`config.mk`:
```
export PLATFORM = sky130hd
export DESIGN_NAME = bcd_display_scanner
export DESIGN_NICKNAME = d
export VERILOG_FILES = /design/src/rtl/display_pkg.sv /design/src/rtl/bcd_to_seg7.sv /design/src/rtl/bcd_display_scanner.sv
export SDC_FILE = /design/constraint.sdc
export NUM_CORES = 1
export LEC_CHECK = 0
export BUFFER_PORTS_ARGS = -buffer_cell sky130_fd_sc_hd__buf_2
export CORE_UTILIZATION = 56
export DETAILED_ROUTE_END_ITERATION = 7
export PLACE_DENSITY = 0.79
export SLEW_MARGIN = 40
export SYNTH_ARGS = -nofsm -noshare
export SYNTH_HDL_FRONTEND = slang
export SYNTH_SLANG_ARGS = --single-unit
```
`constraint.sdc`:
```
create_clock -name clk -period 1.93 [get_ports clk]
set_input_delay 0.193 -clock clk [delete_from_list [all_inputs] [get_ports clk]]
set_output_delay 0.193 -clock clk [all_outputs]
set_load 0.02 [all_outputs]
```
`src/rtl/display_pkg.sv`:
```
// Shared types and segment constants for the 7-segment display blocks.
package display_pkg;

    // One packed BCD digit
    typedef logic [3:0] bcd_t;

    // Segment pattern {g,f,e,d,c,b,a}, active-low
    typedef logic [6:0] seg7_t;

    localparam seg7_t SEG_OFF  = 7'h7F;
    localparam seg7_t SEG_DASH = 7'h3F;

endpackage

```
`src/rtl/bcd_to_seg7.sv`:
```
// Combinational BCD to active-low 7-segment decoder; codes 10-15 show a dash.
module bcd_to_seg7
    import display_pkg::*;
(
    input  logic [3:0] i_digit,
    output logic [6:0] o_seg_n
);

    // Decode table, segments ordered {g,f,e,d,c,b,a}
    always_comb begin
        o_seg_n = SEG_DASH;
        case (i_digit)
            4'd0:    o_seg_n = 7'h40;
            4'd1:    o_seg_n = 7'h79;
            4'd2:    o_seg_n = 7'h24;
            4'd3:    o_seg_n = 7'h30;
            4'd4:    o_seg_n = 7'h19;
            4'd5:    o_seg_n = 7'h12;
            4'd6:    o_seg_n = 7'h02;
            4'd7:    o_seg_n = 7'h78;
            4'd8:    o_seg_n = 7'h00;
            4'd9:    o_seg_n = 7'h10;
            default: o_seg_n = SEG_DASH;
        endcase
    end

endmodule

```
`src/rtl/bcd_display_scanner.sv`:
```
// Time-multiplexed common-anode display driver. One digit per slot, inputs
// snapshotted once per frame so a frame never mixes old and new digits.
module bcd_display_scanner
    import display_pkg::*;
#(
    parameter int NUM_DIGITS = 4,
    parameter int SCAN_DIV   = 1000,
    parameter int GUARD      = 1
) (
    input  logic                      clk,
    input  logic                      rst,
    input  logic [4*NUM_DIGITS-1:0]   digits_in,
    input  logic                      blank_lz,
    output logic [6:0]                seg_n,
    output logic [NUM_DIGITS-1:0]     an_n,
    output logic                      frame_start
);

    localparam int PRESC_W = $clog2(SCAN_DIV);
    localparam int IDX_W   = (NUM_DIGITS > 1) ? $clog2(NUM_DIGITS) : 1;

    logic [PRESC_W-1:0]      r_presc;
    logic [IDX_W-1:0]        r_idx;
    logic [4*NUM_DIGITS-1:0] r_snap;
    logic                    r_snap_lz;
    seg7_t                   r_seg_n;
    logic [NUM_DIGITS-1:0]   r_an_n;
    logic                    r_frame_start;

    logic                    w_tick;
    logic                    w_last;
    logic                    w_guard;
    logic                    w_blank;
    logic [NUM_DIGITS-1:0]   w_blank_vec;
    bcd_t                    w_digit;
    seg7_t                   w_dec_seg_n;

    assign w_tick  = (r_presc == PRESC_W'(SCAN_DIV - 1));
    assign w_last  = (r_idx == IDX_W'(NUM_DIGITS - 1));
    assign w_guard = (r_presc < PRESC_W'(GUARD));
    assign w_digit = r_snap[4*r_idx +: 4];
    assign w_blank = w_blank_vec[r_idx];

    bcd_to_seg7 u_dec (
        .i_digit (w_digit),
        .o_seg_n (w_dec_seg_n)
    );

    // Leading-zero mask: digit i blanked when it and every higher digit are zero
    always_comb begin : blank_mask
        logic v_upper_zero;
        v_upper_zero = 1'b1;
        w_blank_vec  = '0;
        for (int i = NUM_DIGITS - 1; i >= 0; i--) begin
            v_upper_zero = v_upper_zero && (r_snap[4*i +: 4] == 4'd0);
            if (i > 0) begin
                w_blank_vec[i] = r_snap_lz && v_upper_zero;
            end
        end
    end

    // Slot prescaler, scan index and once-per-frame snapshot
    always_ff @(posedge clk or posedge rst) begin
        if (rst) begin
            r_presc   <= '0;
            r_idx     <= '0;
            r_snap    <= '0;
            r_snap_lz <= 1'b0;
        end else begin
            r_presc <= w_tick ? '0 : r_presc + 1'b1;
            if (w_tick) begin
                r_idx <= w_last ? '0 : r_idx + 1'b1;
                if (w_last) begin
                    r_snap    <= digits_in;
                    r_snap_lz <= blank_lz;
                end
            end
        end
    end

    // Registered outputs; all anodes off during the guard window or a blanked digit
    always_ff @(posedge clk or posedge rst) begin
        if (rst) begin
            r_seg_n       <= SEG_OFF;
            r_an_n        <= '1;
            r_frame_start <= 1'b0;
        end else begin
            r_frame_start <= w_tick && w_last;
            if (w_guard || w_blank) begin
                r_seg_n <= SEG_OFF;
                r_an_n  <= '1;
            end else begin
                r_seg_n <= w_dec_seg_n;
                r_an_n  <= ~(NUM_DIGITS'(1) << r_idx);
            end
        end
    end

    assign seg_n       = r_seg_n;
    assign an_n        = r_an_n;
    assign frame_start = r_frame_start;

endmodule

```
==> out/results.ini, run 1 <==
[run_status]
status = finished, final reports clean

[synthesis]
ys_seq_area_share_pct = 50.5
synth_xor_area_share_pct = 2.55
synth_nets = 205
synth_area_sq_um = 2060
synth-edff-count = 0
syn_area_per_cell_sq_um = 11.8
synth_seq_cells = 41
synth_top_family_by_area = multiplexers
postSynthCellCount = 175
synth-simple-area-share_pct = 14.2
synth_compound_area_share_pct = 6.14
yosysWarnings = 0
synth.area.mux_share_pct = 15.3
synth_cell_type_count = 38
synth-adder-area-share_pct = 6.69
ys.flop_type = dfrtp_1
postSynth.asyncResetShare_pct = 100

[clocking]
clock_latency_ps = 350
cts_buffers = 5
root_buffer = clkbuf_4
cts_tree = done
cts_sinks = 41
cts_max_level = 2
post_cts_buffers = 0
clock_path_buffers = 2
clk_pin_slew_ps = 120

[global_routing]
grt_pass1_vias = 1364
grt_pass1_wl_microns = 6560
grt_max_degree = 42
track_usage_pct = 21.7
antenna_found_initial = 0
overflow = 0

[final_layout]
layout_common_cells = buf_2, dfrtp_1, nor2_1
drive_gt1_share_pct = 38.0
syn_to_final_growth_pct = 14.9
fillers = 241
postLayoutCellArea_sq_um = 2360
antennaDiodeCount = 0
layout_commonest_cell = buf_2
fin_util_pct = 69.2
nets = 237

[setup_path]
max_stage_delay_ps = 580
setup.worst_path.class = flop to flop
end_kind = flop
cpLargestDelayFamily = multiplexers
crit_path_max_fanout = 6
cp_cell_sequence = mux4_2 -> inv_1 -> ha_1 -> o22ai_1 -> nand2_1
cp-start-kind = flop
cp_num_buf_inv = 1
crit_arrival_ps = 2050
required_ps = 2200
slowest_stage = mux4_2

[sta]
post-route-period-util_pct = 92.0
max_freq_mhz = 563
worst-slew-pin-transition_ps = 495
rsz0062_at_grt = no
period_needed_ps = 1780
maxSlewHeadroom_pct = 67.0
setup_tns_ps = 0
final-hold-violation-count = 0
skew_ps = 11.1
final_max_slew_viol_count = 0
setup_viol = 0
fin_ws_ps = 155

[job]
cap_viol_max_count = 0

[floorplanning]
num_io_pins = 31
rows = 21
core_region_area_sq_um = 3420
initial_core_util_pct = 60.3
die_x_microns = 62.6
dieArea_sq_um = 3920
die_h_microns = 62.6

[power_and_ir_drop]
p_per_area_nw_per_um2 = 738
power_mw = 1.74
ir_worst_vdd_mv = 0.463
leakagePower_nw = 1.12

[place]
dpl_cell_area_sq_um = 2250
portBuffers = 30
hpwl_microns = 2780
place_congestion = 0.894
place_ws_ps = 147

[drt]
initialDrtViolationCount = 101
first_pass_iters = 4
post-route-drc-count = 0
wl_per_cell_microns = 15.2
ant_nets = 0
routed_wl_microns = 3860
via_per_inst = 5.56
vias = 1413

[min_path]
hold_class = input pin to flop

[final timing paths]
| check | from | endpoint | slack (ps) | cells after the start |
|---|---|---|---|---|
| worst min-delay path | blank_lz | r_snap_lz | 60 | 2 |
| worst min register to register | r_presc[0] | r_presc[0] | 510 | 1 |
| min in group asynchronous | rst | r_presc[9] | 490 | 4 |
| worst max-delay path | r_idx[0] | seg_n[1] | 150 | 5 |
| max in group asynchronous | rst | seg_n[0] | 1080 | 4 |
| worst max register to register | r_idx[0] | seg_n[1] | 150 | 5 |
[layout make-up]
| class | count | area, sq um | share of cell area, % |
|---|---|---|---|
| clock buffers | 5 | 37.5 | 1.59 |
| clock inverters | 3 | 68.8 | 2.91 |
| inverters | 12 | 45.0 | 1.90 |
| multi-input cells | 112 | 923 | 39.0 |
| flip-flops and latches | 41 | 1040 | 44.1 |
| well taps | 46 | 57.6 | 2.43 |
| repair buffers | 35 | 190 | 8.04 |
[power by group]
part / switching [mW] / total [mW] / internal (mW)
clock: 0.282 / 0.690 / 0.408
sequential: 0.0196 / 0.918 / 0.898
combinational: 0.0735 / 0.137 / 0.0631
total: 0.376 / 1.74 / 1.37
[Yosys cell counts, types with 2 or more instances]
library cell,instances,area [sq um]
inv_1,12,45.0
nor2_1,15,56.3
mux2_4,9,135
nor2b_1,3,18.8
nand2_1,10,37.5
a21oi_1,3,15.0
mux4_2,4,90.1
nand3_1,7,35.0
dfstp_2,11,289
o21ai_0,7,35.0
clkbuf_1,5,18.8
xnor2_1,3,26.3
ha_1,11,138
and2_1,2,12.5
buf_2,4,20.0
nor3_1,5,25.0
o21bai_1,2,15.0
nor3b_1,2,15.0
mux2_2,8,90.1
dfrtp_1,30,751
nor4_1,3,18.8
xor2_1,3,26.3
[cell families after synthesis]
group           Yosys count
flops                    41
xor+xnor                  6
buf+inv                  22
simple gates             54
mux                      21
fa+ha+maj                11
compound gates           20
[worst reg2reg max path, cell delays in order, from the launching register on]
cell	delay (ps)
dfrtp_2	440
mux4_2	580
inv_1	150
ha_1	270
o22ai_1	170
nand2_1	80
[state kept, by name, indices dropped and copies added, names as in the netlist]
signal / count
an_n: 4
r_snap: 16
frame_start: 1
r_idx: 2
seg_n: 7
r_presc: 10
r_snap_lz: 1
[metrics by stage]
step | cells | hold slack (ps)
3_3_place_gp | 245 | 328
4_1_cts | 254 | 49.5
5_1_grt | 254 | 52.4
6_report | 254 | 59.5
2_1_floorplan | 175 | 342
3_5_place_dp | 245 | 338
[routing by layer]
layer	track usage, %	routed length [microns]	vias up
li1	-	-	663
met1	28.1	1660	701
met2	35.9	1980	44
met3	4.56	181	5
met4	8.43	39	0
met5	0	0	-
[what timing repair did]
action	in CTS	in global routing
endpoints found under the setup margin	0	4
hold buffers	1	0
resized for setup	0	2
hold endpoints to repair	30	0
Power figures use the tool's default switching activity.
==> inputs of run 2 (changes only) <==
--- a/config.mk
+++ b/config.mk
@@ -6,9 +6,10 @@
 export NUM_CORES = 1
 export LEC_CHECK = 0
 export BUFFER_PORTS_ARGS = -buffer_cell sky130_fd_sc_hd__buf_2
-export CORE_UTILIZATION = 56
+export CORE_UTILIZATION = 51
 export DETAILED_ROUTE_END_ITERATION = 7
-export PLACE_DENSITY = 0.79
+export PLACE_DENSITY = 0.75
+export REMOVE_ABC_BUFFERS = 1
 export SLEW_MARGIN = 40
 export SYNTH_ARGS = -nofsm -noshare
 export SYNTH_HDL_FRONTEND = slang
==> constraint.sdc (replaced) <==
create_clock -name clk -period 1.5 [get_ports clk]
set_input_delay 0.15 -clock clk [delete_from_list [all_inputs] [get_ports clk]]
set_output_delay 0.15 -clock clk [all_outputs]
set_load 0.02 [all_outputs]
==> run 2 against run 1 <==
The run now ends with negative setup slack left. Combinational power up 64%. Non-clock buffer count up 33. Clock power up 6.7%. Clock skew down 6.8 ps. Total power up 23%. Worst setup slack worse by 430 ps. Largest power group unchanged.
==> out/results.ini, run 2 (same netlist as run 1, synthesis figures left out) <==
[final_layout]
regMostFlops = r_snap  ; unchanged
syn_to_final_growth_pct = 37.6  ; was 14.9%
layout_common_cells = buf_2, buf_4, dfrtp_1  ; was buf_2, dfrtp_1, nor2_1
fin_util_pct = 75.1  ; was 69.2%
fillers = 212  ; was 241
largest_reg_flops = 16  ; unchanged
postLayoutCellArea_sq_um = 2830  ; was 2360 sq um
antennaDiodeCount = 0  ; unchanged
drive_gt1_share_pct = 55.9  ; was 38.0%
nets = 275  ; was 237

[drt]
via_per_inst = 5.66  ; was 5.56
wl_per_cell_microns = 18.1  ; was 15.2 microns
first_pass_iters = 4  ; unchanged
initialDrtViolationCount = 91  ; was 101
ant_nets = 0  ; unchanged
post-route-drc-count = 0  ; unchanged
vias = 1659  ; was 1413
routed_wl_microns = 5310  ; was 3860 microns

[sta]
period_needed_ps = 1780  ; about the same
rsz0062_at_grt = yes  ; was no
final-hold-violation-count = 0  ; unchanged
fin_ws_ps = -277  ; was 155 ps
final_max_slew_viol_count = 0  ; unchanged
max_freq_mhz = 563  ; about the same
post-route-period-util_pct = 118  ; was 92.0%
skew_ps = 4.29  ; was 11.1 ps
maxSlewHeadroom_pct = 65.0  ; was 67.0%
setup_viol = 32  ; was 0
worst-slew-pin-transition_ps = 525  ; was 495 ps

[power_and_ir_drop]
p_sw_share_pct = 23.9  ; was 21.5%
power_frac_comb_pct = 10.5  ; was 7.8%
ir_worst_vdd_mv = 0.585  ; was 0.463 mV
p_per_area_nw_per_um2 = 756  ; was 738 nW/um^2
power_mw = 2.14  ; was 1.74 mW
leakagePower_nw = 1.29  ; was 1.12 nW
pwr-share-seq_pct = 55.2  ; was 52.6%
clkPwrFrac_pct = 34.4  ; was 39.6%
p_switching_mw = 0.511  ; was 0.376 mW
p_int_mw = 1.63  ; was 1.37 mW

[floorplanning]
die_x_microns = 65.5  ; was 62.6 microns
die_h_microns = 65.5  ; was 62.6 microns
core_region_area_sq_um = 3770  ; was 3420 sq um
dieArea_sq_um = 4290  ; was 3920 sq um
num_io_pins = 31  ; unchanged
initial_core_util_pct = 54.6  ; was 60.3%
rows = 22  ; was 21

[global_routing]
track_usage_pct = 24.6  ; was 21.7%
grt_max_degree = 42  ; unchanged
grt_pass1_vias = 1586  ; was 1364
overflow = 0  ; unchanged
grt_pass1_wl_microns = 7540  ; was 6560 microns
antenna_found_initial = 0  ; unchanged

[clocking]
clock_path_buffers = 2  ; unchanged
cts_buffers = 5  ; unchanged
clk_pin_slew_ps = 70  ; was 120 ps
cts_tree = done  ; unchanged
cts_sinks = 41  ; unchanged
root_buffer = clkbuf_8  ; was clkbuf_4
clock_latency_ps = 300  ; was 350 ps
cts_max_level = 2  ; unchanged

[place]
hpwl_microns = 2890  ; was 2780 microns
dpl_cell_area_sq_um = 2450  ; was 2250 sq um
place_ws_ps = -257  ; was 147 ps
portBuffers = 30  ; unchanged
place_congestion = 0.883  ; was 0.894

[min_path]
hold_class = input pin to flop  ; unchanged

[run_status]
violations = negative setup slack
status = complete, but fails checks  ; was finished, final reports clean

[setup_path]
required_ps = 1730  ; was 2200 ps
crit_arrival_ps = 2010  ; was 2050 ps
cp-start-kind = flop  ; unchanged
setup.worst_path.class = flop to flop  ; unchanged
end_kind = flop  ; unchanged
crit_path_max_fanout = 6  ; unchanged

[job]
cap_viol_max_count = 0  ; unchanged

[run 2: cell count changes in the layout (fill, tap and decap cells not counted), sizes merged]
cell,delta
buf,+33
nand2,+3
bufinv,-2
clkbuf,+2
inv,-1
mux4,+1
o21a,+1
[run 2: layer usage]
metal | up-vias | wire, microns | global-route usage (%)
met3 | 27 | 320 | 7.47
met4 | 0 | 223 | 13.3
li1 | 751 | - | -
met5 | - | 0 | 0
met2 | 77 | 2580 | 38.4
met1 | 804 | 2190 | 30.5
[run 2: final timing paths]
check                      depth (start not counted)          from  slack, ps    endpoint
max                                                5      r_idx[0]       -280    seg_n[1]
min                                                2  digits_in[3]         80   r_snap[3]
max reg2reg                                        5      r_idx[0]       -280    seg_n[1]
min reg2reg                                        1     r_snap[0]        520   r_snap[0]
max in group asynchronous                          4           rst        590    r_idx[0]
min in group asynchronous                          4           rst        510  r_presc[8]
[run 2: power by group through the flow]
stage	combinational [mW]	clock, mW	sequential [mW]
6_report	0.224	0.736	1.18
5_1_grt	0.244	0.788	1.18
3_5_place_dp	0.200	0	1.20
4_1_cts	0.208	0.742	1.18
2_1_floorplan	0.0922	0	1.21
3_3_place_gp	0.191	0	1.19
[run 2: metrics by stage]
step           setup TNS [ps]  instances  hold slack, ps
2_1_floorplan           -7320        165             299
3_3_place_gp            -2200        274             283
3_5_place_dp            -3470        274             299
4_1_cts                 -2710        290            71.5
5_1_grt                 -7050        293            72.2
6_report                -4230        293            77.9
[run 2: cell type report]
cell class                      instances  area [sq um]  area share, %
Inverter                               12          45.0           1.59
Tap cell                               48          60.1           2.12
Timing Repair Buffer                   68           477           16.8
Multi-Input combinational cell        117          1120           39.6
Clock buffer                            7          86.3           3.05
Sequential cell                        41          1040           36.8
[run 2: critical path: stages, from the launching register on]
cell	delay, ps
dfrtp_2	420
mux4_2	620
inv_2	140
ha_2	290
o22ai_1	160
nand2_1	80
[run 2: repair_timing]
| item | in CTS | in global routing |
|---|---|---|
| endpoints found under the hold margin | 30 | 0 |
| gates resized for setup | 15 | 34 |
| hold buffers | 1 | 0 |
| cloned | 4 | 1 |
| endpoints found under the setup margin | 28 | 38 |
| pin swaps | 8 | 11 |
| buffers inserted | 4 | 4 |
==> inputs of run 3 (changes only) <==
--- a/config.mk
+++ b/config.mk
@@ -6,11 +6,12 @@
 export NUM_CORES = 1
 export LEC_CHECK = 0
 export BUFFER_PORTS_ARGS = -buffer_cell sky130_fd_sc_hd__buf_2
-export CORE_UTILIZATION = 51
+export CORE_UTILIZATION = 61
 export DETAILED_ROUTE_END_ITERATION = 7
-export PLACE_DENSITY = 0.75
+export PLACE_DENSITY = 0.83
 export REMOVE_ABC_BUFFERS = 1
 export SLEW_MARGIN = 40
 export SYNTH_ARGS = -nofsm -noshare
 export SYNTH_HDL_FRONTEND = slang
+export SYNTH_HIERARCHICAL = 1
 export SYNTH_SLANG_ARGS = --single-unit
==> constraint.sdc (replaced) <==
create_clock -name clk -period 2.25 [get_ports clk]
set_input_delay 0.225 -clock clk [delete_from_list [all_inputs] [get_ports clk]]
set_output_delay 0.225 -clock clk [all_outputs]
set_load 0.02 [all_outputs]
==> run 3 against run 2 <==
The run now ends clean. Synthesized cell count is 4.0% lower. Clock power decreased by 45%. Area after synthesis up 3.3%. Non-clock buffer count is 35 lower. Die area down 13%. Largest power group unchanged.
==> out/results.ini, run 3 <==
[drt]
post-route-drc-count = 0  ; unchanged
initialDrtViolationCount = 40  ; was 91
first_pass_iters = 4  ; unchanged
wl_per_cell_microns = 14.1  ; was 18.1 microns
ant_nets = 0  ; unchanged
vias = 1388  ; was 1659
routed_wl_microns = 3530  ; was 5310 microns
via_per_inst = 5.53  ; was 5.66

[clocking]
cts_sinks = 41  ; unchanged
cts_buffers = 5  ; unchanged
clk_pin_slew_ps = 120  ; was 70 ps
clock_path_buffers = 2  ; unchanged
cts_tree = done  ; unchanged
cts_max_level = 2  ; unchanged
root_buffer = clkbuf_4  ; was clkbuf_8
clock_latency_ps = 350  ; was 300 ps
post_cts_buffers = 0  ; was 4

[power_and_ir_drop]
ir_worst_vdd_mv = 0.492  ; was 0.585 mV
p_per_area_nw_per_um2 = 552  ; was 756 nW/um^2
power_mw = 1.32  ; was 2.14 mW
leakagePower_nw = 1.13  ; was 1.29 nW

[sta]
skew_ps = 14.7  ; was 4.29 ps
final-hold-violation-count = 0  ; unchanged
rsz0062_at_grt = no  ; was yes
final_max_slew_viol_count = 0  ; unchanged
max_freq_mhz = 485  ; was 563 MHz
post-route-period-util_pct = 91.6  ; was 118%
period_needed_ps = 2060  ; was 1780 ps
setup_viol = 0  ; was 32
setup_tns_ps = 0  ; was -4230 ps
worst-slew-pin-transition_ps = 557  ; was 525 ps
maxSlewHeadroom_pct = 62.5  ; was 65.0%

[final_layout]
fillers = 238  ; was 212
syn_to_final_growth_pct = 12.5  ; was 37.6%
regMostFlops = r_snap  ; unchanged
nets = 234  ; was 275
layout_commonest_cell = buf_2
antennaDiodeCount = 0  ; unchanged
regArea_sq_um = 1040  ; about the same
largest_reg_flops = 16  ; unchanged
layout_common_cells = buf_2, dfrtp_1, ha_1, dfstp_2  ; was buf_2, buf_4, dfrtp_1
drive_gt1_share_pct = 41.5  ; was 55.9%
multiInputGateArea_sq_um = 1010  ; was 1120 sq um

[global_routing]
track_usage_pct = 21.9  ; was 24.6%
grt_pass1_wl_microns = 5830  ; was 7540 microns
grt_max_degree = 42  ; unchanged
grt_pass1_vias = 1281  ; was 1586
antenna_found_initial = 0  ; unchanged
overflow = 0  ; unchanged

[place]
place_congestion = 0.796  ; was 0.883
hpwl_microns = 2590  ; was 2890 microns
portBuffers = 30  ; unchanged

[floorplanning]
initial_core_util_pct = 63.7  ; was 54.6%
die_x_microns = 61.1  ; was 65.5 microns
core_region_area_sq_um = 3340  ; was 3770 sq um
rows = 21  ; was 22
die_h_microns = 61.1  ; was 65.5 microns
dieArea_sq_um = 3730  ; was 4290 sq um
num_io_pins = 31  ; unchanged

[synthesis]
postSynthCellCount = 168  ; was 175
synth_cell_type_count = 45  ; was 38
synth_area_sq_um = 2130  ; was 2060 sq um
syn_area_per_cell_sq_um = 12.7  ; was 11.8 sq um
synth-edff-count = 0  ; unchanged
ys_seq_area_share_pct = 48.9  ; was 50.5%
synth_top_area_share_pct = 35.3  ; was 36.5%
postSynth.asyncResetShare_pct = 100  ; unchanged
synth_commonest_cells = dfrtp_1, dfstp_2, ha_1  ; was dfrtp_1, nor2_1, inv_1
yosysMostFrequentCell = dfrtp_1  ; unchanged
yosys.area.top_type = dfrtp_1  ; unchanged
ys.flop_type = dfrtp_1  ; unchanged
synth.area.top_cells = dfrtp_1, dfstp_2, mux2_4, ha_1, mux4_2  ; was dfrtp_1, dfstp_2, ha_1, mux2_4, mux2_2
yosysWarnings = 6  ; was 0
synth_seq_cells = 41  ; unchanged

[run_status]
status = finished, final reports clean  ; was complete, but fails checks

[setup_path]
reg2reg_slack_ps = 190  ; was -280 ps
r2r-start = r_idx[0]  ; unchanged
r2r_end = seg_n[1]  ; unchanged
setup.worst_path.class = flop to flop  ; unchanged
end_kind = flop  ; unchanged
reg2regPathDepth = 6  ; was 5
cp-start-kind = flop  ; unchanged
crit_path_max_fanout = 10  ; was 6
cp-startpoint = r_idx[0]  ; unchanged
required_ps = 2540  ; was 1730 ps
endpoint = seg_n[1]  ; unchanged
crit_arrival_ps = 2350  ; was 2010 ps

[job]
cap_viol_max_count = 0  ; unchanged

[min_path]
hold_class = input pin to flop  ; unchanged

## run 3: area by class of cell
class / instances / area share (%)
clock buffer: 7 / 2.72
clock inverter: 1 / 0.209
inverter: 10 / 1.57
multi-input combinational: 113 / 42.3
sequential: 41 / 43.5
tap: 46 / 2.41
timing repair buffer: 33 / 7.32
## run 3: metrics by stage
step           worst slack [ps]  instances  area [sq um]  hold WS [ps]  utilization (%)
2_1_floorplan               253        164          2090           374                -
3_3_place_gp                187        242          2310           363             69.3
3_5_place_dp               98.3        242          2310           369             69.3
4_1_cts                    69.7        251          2390          92.8             71.7
5_1_grt                    39.5        251          2390          76.4             71.7
6_report                    188        251          2390          96.3             71.7
## run 3: worst min-delay path by stage
stage / cells after the start / startpoint / slack [ps] / endpoint
final: 2 / digits_in[1] / 100 / r_snap[1]
after global routing: 2 / digits_in[0] / 80 / r_snap[0]
after CTS: 2 / digits_in[1] / 90 / r_snap[1]
after detailed placement: 3 / rst / 370 / r_presc[8]
after global placement: 3 / rst / 360 / r_presc[7]
after floorplan: 1 / digits_in[0] / 370 / r_snap[0]
## run 3: kinds of logic after synthesis
group	Yosys count	share of synthesized area, %
flip-flops	41	48.9
buffers and inverters	14	3.59
XOR/XNOR	5	2.06
adder cells (fa/ha/maj)	11	6.47
multiplexers	22	15.5
AO/OA/AOI/OAI	23	7.29
AND/OR/NAND/NOR	52	16.2
## run 3: routing by layer
metal | up-vias | global-route usage [%] | wire [microns]
met3 | 2 | 5.67 | 137
li1 | 669 | - | -
met4 | 0 | 8.12 | 19
met1 | 676 | 29.6 | 1640
met2 | 41 | 34.3 | 1730
met5 | - | 0 | 0
## run 3: power by group
part	total (mW)	switching (mW)	internal [mW]
sequential	0.786	0.0152	0.771
clock	0.408	0.227	0.181
combinational	0.126	0.0627	0.0634
total	1.32	0.305	1.02
## run 3: critical path, stage by stage, from the launching register on
cell	delay, ps
dfrtp_2	510
mux4_2	630
inv_1	150
ha_1	260
nor2_1	100
nor2_1	60
or2_2	300
## run 3: what timing repair did
action | CTS | global route
endpoints found under the hold margin | 3 | 0
hold buffers | 1 | 0
endpoints found under the setup margin | 0 | 4
resized for setup | 0 | 1
